`src/rtl/mem_port_arbiter.sv`:
```
// Shares one memory port between an instruction-fetch port and a data port.
// One transaction is outstanding at a time; data has priority, with bounded fetch starvation.
module mem_port_arbiter #(
  parameter int STARVE_MAX = 4
) (
  input  logic        clk,
  input  logic        rst,
  input  logic        if_req,
  input  logic [31:0] if_addr,
  input  logic        if_flush,
  output logic        if_gnt,
  output logic        if_rvalid,
  output logic [31:0] if_rdata,
  input  logic        dm_req,
  input  logic        dm_we,
  input  logic [3:0]  dm_be,
  input  logic [31:0] dm_addr,
  input  logic [31:0] dm_wdata,
  output logic        dm_gnt,
  output logic        dm_rvalid,
  output logic [31:0] dm_rdata,
  output logic        mem_req,
  output logic        mem_we,
  output logic [3:0]  mem_be,
  output logic [31:0] mem_addr,
  output logic [31:0] mem_wdata,
  input  logic        mem_ack,
  input  logic        mem_rvalid,
  input  logic [31:0] mem_rdata
);

  localparam int CW = (STARVE_MAX < 1) ? 1 : $clog2(STARVE_MAX + 1);
  localparam logic [CW-1:0] STARVE_LIMIT = CW'(STARVE_MAX);

  typedef enum logic [1:0] {IDLE, REQ, WAIT} state_e;
  typedef enum logic {OWN_DATA, OWN_FETCH} owner_e;

  state_e        state, state_next;
  owner_e        owner;
  logic          drop;
  logic [CW-1:0] starve_cnt;
  logic          we_q;
  logic [3:0]    be_q;
  logic [31:0]   addr_q;
  logic [31:0]   wdata_q;
  logic          pick_fetch;

  assign pick_fetch = if_req && (!dm_req || starve_cnt == STARVE_LIMIT);

  always_comb begin
    // NOTE: every signal driven here gets a default first, so no path can infer a latch.
    state_next = state;
    mem_req    = 1'b0;
    if_gnt     = 1'b0;
    dm_gnt     = 1'b0;
    if_rvalid  = 1'b0;
    dm_rvalid  = 1'b0;
    case (state)
      IDLE: if (if_req || dm_req) state_next = REQ;
      REQ: begin
        mem_req = 1'b1;
        if (mem_ack) begin
          if_gnt     = (owner == OWN_FETCH);
          dm_gnt     = (owner == OWN_DATA);
          state_next = WAIT;
        end
      end
      WAIT: begin
        if (mem_rvalid) begin
          // A flush arriving with the response kills it just like an earlier flush.
          if_rvalid  = (owner == OWN_FETCH) && !drop && !if_flush;
          dm_rvalid  = (owner == OWN_DATA);
          state_next = IDLE;
        end
      end
      default: state_next = IDLE;
    endcase
  end

  assign if_rdata  = if_rvalid ? mem_rdata : '0;
  assign dm_rdata  = dm_rvalid ? mem_rdata : '0;
  assign mem_we    = we_q;
  assign mem_be    = be_q;
  assign mem_addr  = addr_q;
  assign mem_wdata = wdata_q;

  always_ff @(posedge clk) begin
    // NOTE: state registers use non-blocking assignment so all updates see pre-edge values.
    if (rst) begin
      state      <= IDLE;
      owner      <= OWN_DATA;
      drop       <= 1'b0;
      starve_cnt <= '0;
      we_q       <= 1'b0;
      be_q       <= '0;
      addr_q     <= '0;
      wdata_q    <= '0;
    end else begin
      state <= state_next;

      if (state == IDLE && (if_req || dm_req)) begin
        if (pick_fetch) begin
          owner   <= OWN_FETCH;
          we_q    <= 1'b0;
          be_q    <= 4'hF;
          addr_q  <= if_addr;
          wdata_q <= '0;
        end else begin
          owner   <= OWN_DATA;
          we_q    <= dm_we;
          be_q    <= dm_be;
          addr_q  <= dm_addr;
          wdata_q <= dm_wdata;
        end
      end

      // Counts data grants taken while a fetch was kept waiting.
      if (if_gnt) begin
        starve_cnt <= '0;
      end else if (dm_gnt) begin
        if (!if_req)                         starve_cnt <= '0;
        else if (starve_cnt != STARVE_LIMIT) starve_cnt <= starve_cnt + CW'(1);
      end

      if (state == IDLE || (state == WAIT && mem_rvalid)) drop <= 1'b0;
      else if (owner == OWN_FETCH && if_flush)            drop <= 1'b1;
    end
  end

endmodule
```
`config.mk`:
```
export PLATFORM = sky130hd
export DESIGN_NAME = mem_port_arbiter
export DESIGN_NICKNAME = d
export VERILOG_FILES = /design/src/rtl/mem_port_arbiter.sv
export SDC_FILE = /design/constraint.sdc
export NUM_CORES = 1
export LEC_CHECK = 0
export ABC_AREA = 1
export BUFFER_PORTS_ARGS = -buffer_cell sky130_fd_sc_hd__buf_2
export CAP_MARGIN = 20
export CORE_MARGIN = 2
export CORE_UTILIZATION = 25
export CTS_CLUSTER_DIAMETER = 120
export DETAILED_ROUTE_END_ITERATION = 16
export HOLD_SLACK_MARGIN = 0.15
export PLACE_DENSITY = 0.65
export REMOVE_ABC_BUFFERS = 1
export SLEW_MARGIN = 10
export SYNTH_ARGS = -nofsm -noshare
export SYNTH_HDL_FRONTEND = slang
export SYNTH_SLANG_ARGS = --single-unit
```
`constraint.sdc`:
```
create_clock -name clk -period 1.7 [get_ports clk]
set_clock_uncertainty 0.05 [all_clocks]
set_input_delay 0.255 -clock clk [delete_from_list [all_inputs] [get_ports clk]]
set_output_delay 0.255 -clock clk [all_outputs]
set_load 0.1 [all_outputs]
```
# == After elaboration in Yosys (flattened, before gate mapping) ==
# Index checks and enable logic that the tools add are counted.
# totals
regBits,76
input_bits,140
out_inout_bits,138
word_cells,57
# op_classes
add_sub_neg,1
n_eq_ne,8
n_mux,22
n_bitwise,1
reduce_logical,17
# ops
operator,count
2-to-1 mux 32 bit,4
2-to-1 mux 1 bit,11
logical AND 1 bit,6
2-to-1 mux 2 bit,3
2-to-1 mux 3 bit,2
one-hot mux 2 bit (3 select lines),1
2-to-1 mux 4 bit,1
"inequality test 2 x 1 -> 1 bit, second input constant",2
"inequality test 2 bit, second input constant",2
OR reduction 2 bit,2
"adder 3 x 1 -> 3 bit, second input constant",1
"equality test 3 bit, second input constant",1
logical NOT 1 bit,3
logical OR 1 bit,3
"inequality test 3 bit, second input constant",1
AND reduction 3 bit,1
"equality test 2 x 1 -> 1 bit, second input constant",1
"equality test 2 bit, second input constant",1
logical NOT 2 bit,1
AND reduction 2 bit,1
inverter 1 bit,1

# == Depth between registers and ports, before layout ==
# depth
depth_word,6
depth_mapped,10
ltp_nobuf,9

# == Least setup slack after synthesis ==
# Ideal clock, no wire load.
# synth_path
kind,flip-flop to output port
startpoint,reg state[1]
endpoint,out dm_rdata[22]
arrival_time_ns,2.190
setup_slack_ns,-0.795
path_stages_with_launch,6
path_cell_list,dfxtp_1 inv_1 nor2_1 nand3_1 clkbuf_1 nor2_1
# synth_between
elab_chain_cells,3
# synth_lines
item,line,rtl
start: declaration,38,"state_e state, state_next;"
start signal: assignment,99,state <= state_next;
equality test 2 bit,58,case (state)
2-to-1 mux 1 bit,58,
2-to-1 mux 32 bit,81,assign dm_rdata = dm_rvalid ? mem_rdata : '0;
end: declaration,21,"output logic [31:0] dm_rdata,"
# No other way between the ends.

# == Final worst setup path ==
# layout_path
startpoint,reg state[1]
endpoint,out if_rdata[11]
# layout_between
elab_chain_cells,3
# layout_lines
item,line,rtl
equality test 2 bit,58,
2-to-1 mux 1 bit,58,
2-to-1 mux 32 bit,80,assign if_rdata = if_rvalid ? mem_rdata : '0;
end: declaration,13,"output logic [31:0] if_rdata,"
# No other way between the ends.

==> results.sh <==
export IMPL_outcome="complete, but fails checks"
export IMPL_violations="negative setup slack"
export IMPL_dp_hpwl_um=10100
export IMPL_holdWs_ns=0.165
export IMPL_cts_max_path_buffers=2
export IMPL_required_ns=1.39
export IMPL_path_class="register to output port"
export IMPL_initial_core_util_pct=25.8
export IMPL_slew_headroom_pct=64.3
export IMPL_power_density_nw_per_um2=837
export IMPL_antenna_cells=0
export IMPL_cts_root_buffer="clkbuf_16"
export IMPL_switchingPower_mw=2.84
export IMPL_comb_power_share_pct=39.7
export IMPL_grt_use_total_pct=17.7
export IMPL_seq_area_frac_synth_pct=40.3
export IMPL_worstMarginPinSlew_ns=0.539
export IMPL_cap_violations=0
export IMPL_top_usage_layer="met2"
export IMPL_grt_pass1_wl_um=22900
export IMPL_clk_latency_ns=0.33
export IMPL_period_share_pct=111
export IMPL_avgSynthCellArea_um2=6.18
export IMPL_gp_congestion=0.841
export IMPL_grt_util_met3_pct=4.56
export IMPL_drt_iter0_markers=140
export IMPL_finalSetupViolations=66
export IMPL_grt_use_met1_pct=19.3
export IMPL_cp_slowest_cell="dfxtp_2"
export IMPL_swShare_pct=42.9
export IMPL_worst_setup_path_start_kind="register"
export IMPL_dr_pass1_iters=6
export IMPL_intPower_mw=3.79
export IMPL_grt_pass1_vias=4711
export IMPL_postRouteAntennaNets=0
export IMPL_max_freq_ghz=0.532
export IMPL_drive_gt1_share_pct=42.8
export IMPL_wl_per_cell_um=13.8
export IMPL_multiInputGateArea_um2=2260
export IMPL_use_met2_pct=32.8
export IMPL_final_area_um2=7920
export IMPL_viasPerCell=4.35
export IMPL_overflow=0
export IMPL_syn_inst=612
export IMPL_synth_top_area_share_pct=40.3
export IMPL_place_area_um2=6430
export IMPL_crit_arrival_ns=1.57
export IMPL_vias=4893
export IMPL_num_rows=44
export IMPL_p_total_mw=6.63
export IMPL_reg2reg_slack_ns=0.12
export IMPL_critical_path_top_delay_family="buffers and inverters"
export IMPL_rsz0062_at_grt="true"
export IMPL_seqCellArea_um2=1530
export IMPL_num_io_pins=278
export IMPL_ys_ff_latch=76
export IMPL_slowest_delay_ns=0.33
export IMPL_timing_final_crit_period_ns=1.88
export IMPL_cts_sinks=76
export IMPL_yosysUniqueCellTypes=21
export IMPL_grt_start_max_net_pins=46
export IMPL_power_frac_clock_pct=29.6
export IMPL_finalHoldViolCount=0
export IMPL_fillCellCount=1304
export IMPL_min_delay_path_class="primary input to register"
export IMPL_yosys_area_top_type="dfxtp_1"
export IMPL_path_buf_inv=4
export IMPL_fin_nets=1079
export IMPL_drcViolationCount=0
export IMPL_finalWirelength_um=15500
export IMPL_yosys_top_cells_area="dfxtp_1, nand2_1, nor2_1, inv_1, a21oi_1"
export IMPL_pwr_share_seq_pct=30.7
export IMPL_peakVddDrop_mv=0.468
export IMPL_die_width_um=127
export IMPL_area_growth_pct=110
export IMPL_core_area_um2=14600
export IMPL_placement_io_buffers=277
export IMPL_cts_made_buffers=9
export IMPL_drv_slew=0
export IMPL_p_leak_nw=3.94
export IMPL_syn_area_um2=3780
export IMPL_worst_slack_ns=-0.179
export IMPL_clk_pin_slew_ns=0.06
export IMPL_crit_path_end_kind="output port"
export IMPL_dpl_worst_slack_ns=0.0486
export IMPL_fin_setup_tns_ns=-9.51
export IMPL_path_max_fanout=8
export IMPL_path_cells="inv_2 -> nor2_4 -> nand4_1 -> buf_6 -> buf_16 -> nor2_4 -> buf_12"
export IMPL_antenna_found_initial=0
export IMPL_h_tree_depth=3
export IMPL_die_h_um=127
export IMPL_crit_path_frequent_cell="nor2_4"
export IMPL_cts_tree="done"
export IMPL_synth_warnings=0
export IMPL_dieArea_um2=16100
[per-stage QoR]
| step | cells | utilization (%) |
|---|---|---|
| 2_1_floorplan | 578 | - |
| 3_3_place_gp | 1054 | 43.9 |
| 3_5_place_dp | 1054 | 43.9 |
| 4_1_cts | 1119 | 51.9 |
| 5_1_grt | 1126 | 54.1 |
| 6_report | 1126 | 54.1 |
[flip-flops by register name, summed over array words and instances, names as in the netlist]
register    flops
state           2
mem_be          4
owner           1
mem_addr       32
mem_we          1
mem_wdata      32
drop            1
starve_cnt      3
[cells in the mapped netlist]
cell type,n
a21oi_1,39
buf_1,1
buf_2,6
buf_4,9
buf_6,5
clkbuf_1,13
dfxtp_1,76
ha_1,2
inv_1,79
inv_2,1
inv_4,1
nand2_1,185
nand2_2,1
nand2_4,2
nand3_1,35
nand3_2,1
nand4_1,1
nor2_1,144
nor2_8,1
nor3_1,5
o21ai_1,5
[path summary, 6_finish.rpt]
| check | start | end | depth (start not counted) |
|---|---|---|---|
| worst max-delay path | state[1] | if_rdata[11] | 7 |
| worst min-delay path | dm_addr[16] | mem_addr[16] | 5 |
| worst max register to register | starve_cnt[0] | mem_wdata[11] | 8 |
| worst min register to register | mem_wdata[27] | mem_wdata[27] | 2 |
[layer usage]
| metal | wire [um] | vias up |
|---|---|---|
| met5 | 0 | - |
| met4 | 454 | 0 |
| met2 | 8260 | 219 |
| met3 | 1060 | 36 |
| met1 | 5780 | 2166 |
| li1 | - | 2472 |
[repair_timing]
item	CTS	global route
endpoints found under the hold margin	42	0
endpoints found under the setup margin	67	81
resized for setup	107	42
cloned	3	4
pin swaps	2	9
setup buffers	4	3
hold buffers	42	0
[cell type report]
class,instances,share of cell area [%]
multi-input combinational,421,28.6
tap,184,2.91
timing repair buffer,348,41.3
inverter,81,4.03
clock inverter,6,0.916
clock buffer,10,3.02
sequential,76,19.3
[layout by cell type (no fill, tap or decap), types with 3 or more instances in the layout]
cell type and count:
buf_2 208, nand2_1 185, inv_1 77, nor2_1 76
buf_12 76, dfxtp_1 73, nor2_4 65, dlygate4sd3_1 42
a21oi_1 39, nand3_1 34, buf_4 13, clkbuf_16 12
nor3_1 5, o21ai_1 5, nor2_2 3, clkinvlp_4 3
buf_16 3, buf_6 3, dfxtp_2 3
[cells by family after synthesis]
kind of cell / synth area share, %
compound gates: 5.83
buf+inv: 13.6
simple gates: 39.7
fa+ha+maj: 0.662
flops: 40.3
[power groups by stage]
stage / Clock (mW) / Sequential, mW / Combinational [mW]
6_report: 1.96 / 2.04 / 2.63
5_1_grt: 2.11 / 2.06 / 2.79
2_1_floorplan: 0 / 3.23 / 0.619
4_1_cts: 2.03 / 2.04 / 2.56
3_3_place_gp: 0 / 2.07 / 2.42
3_5_place_dp: 0 / 2.08 / 2.43
[worst min-delay path, cell delays in order]
cell and delay [ns]:
buf_2 0.07, nand2_1 0.04, nand3_1 0.06, nand2_1 0.05
inv_1 0.04
No activity file was read; power rests on OpenSTA's default activity.
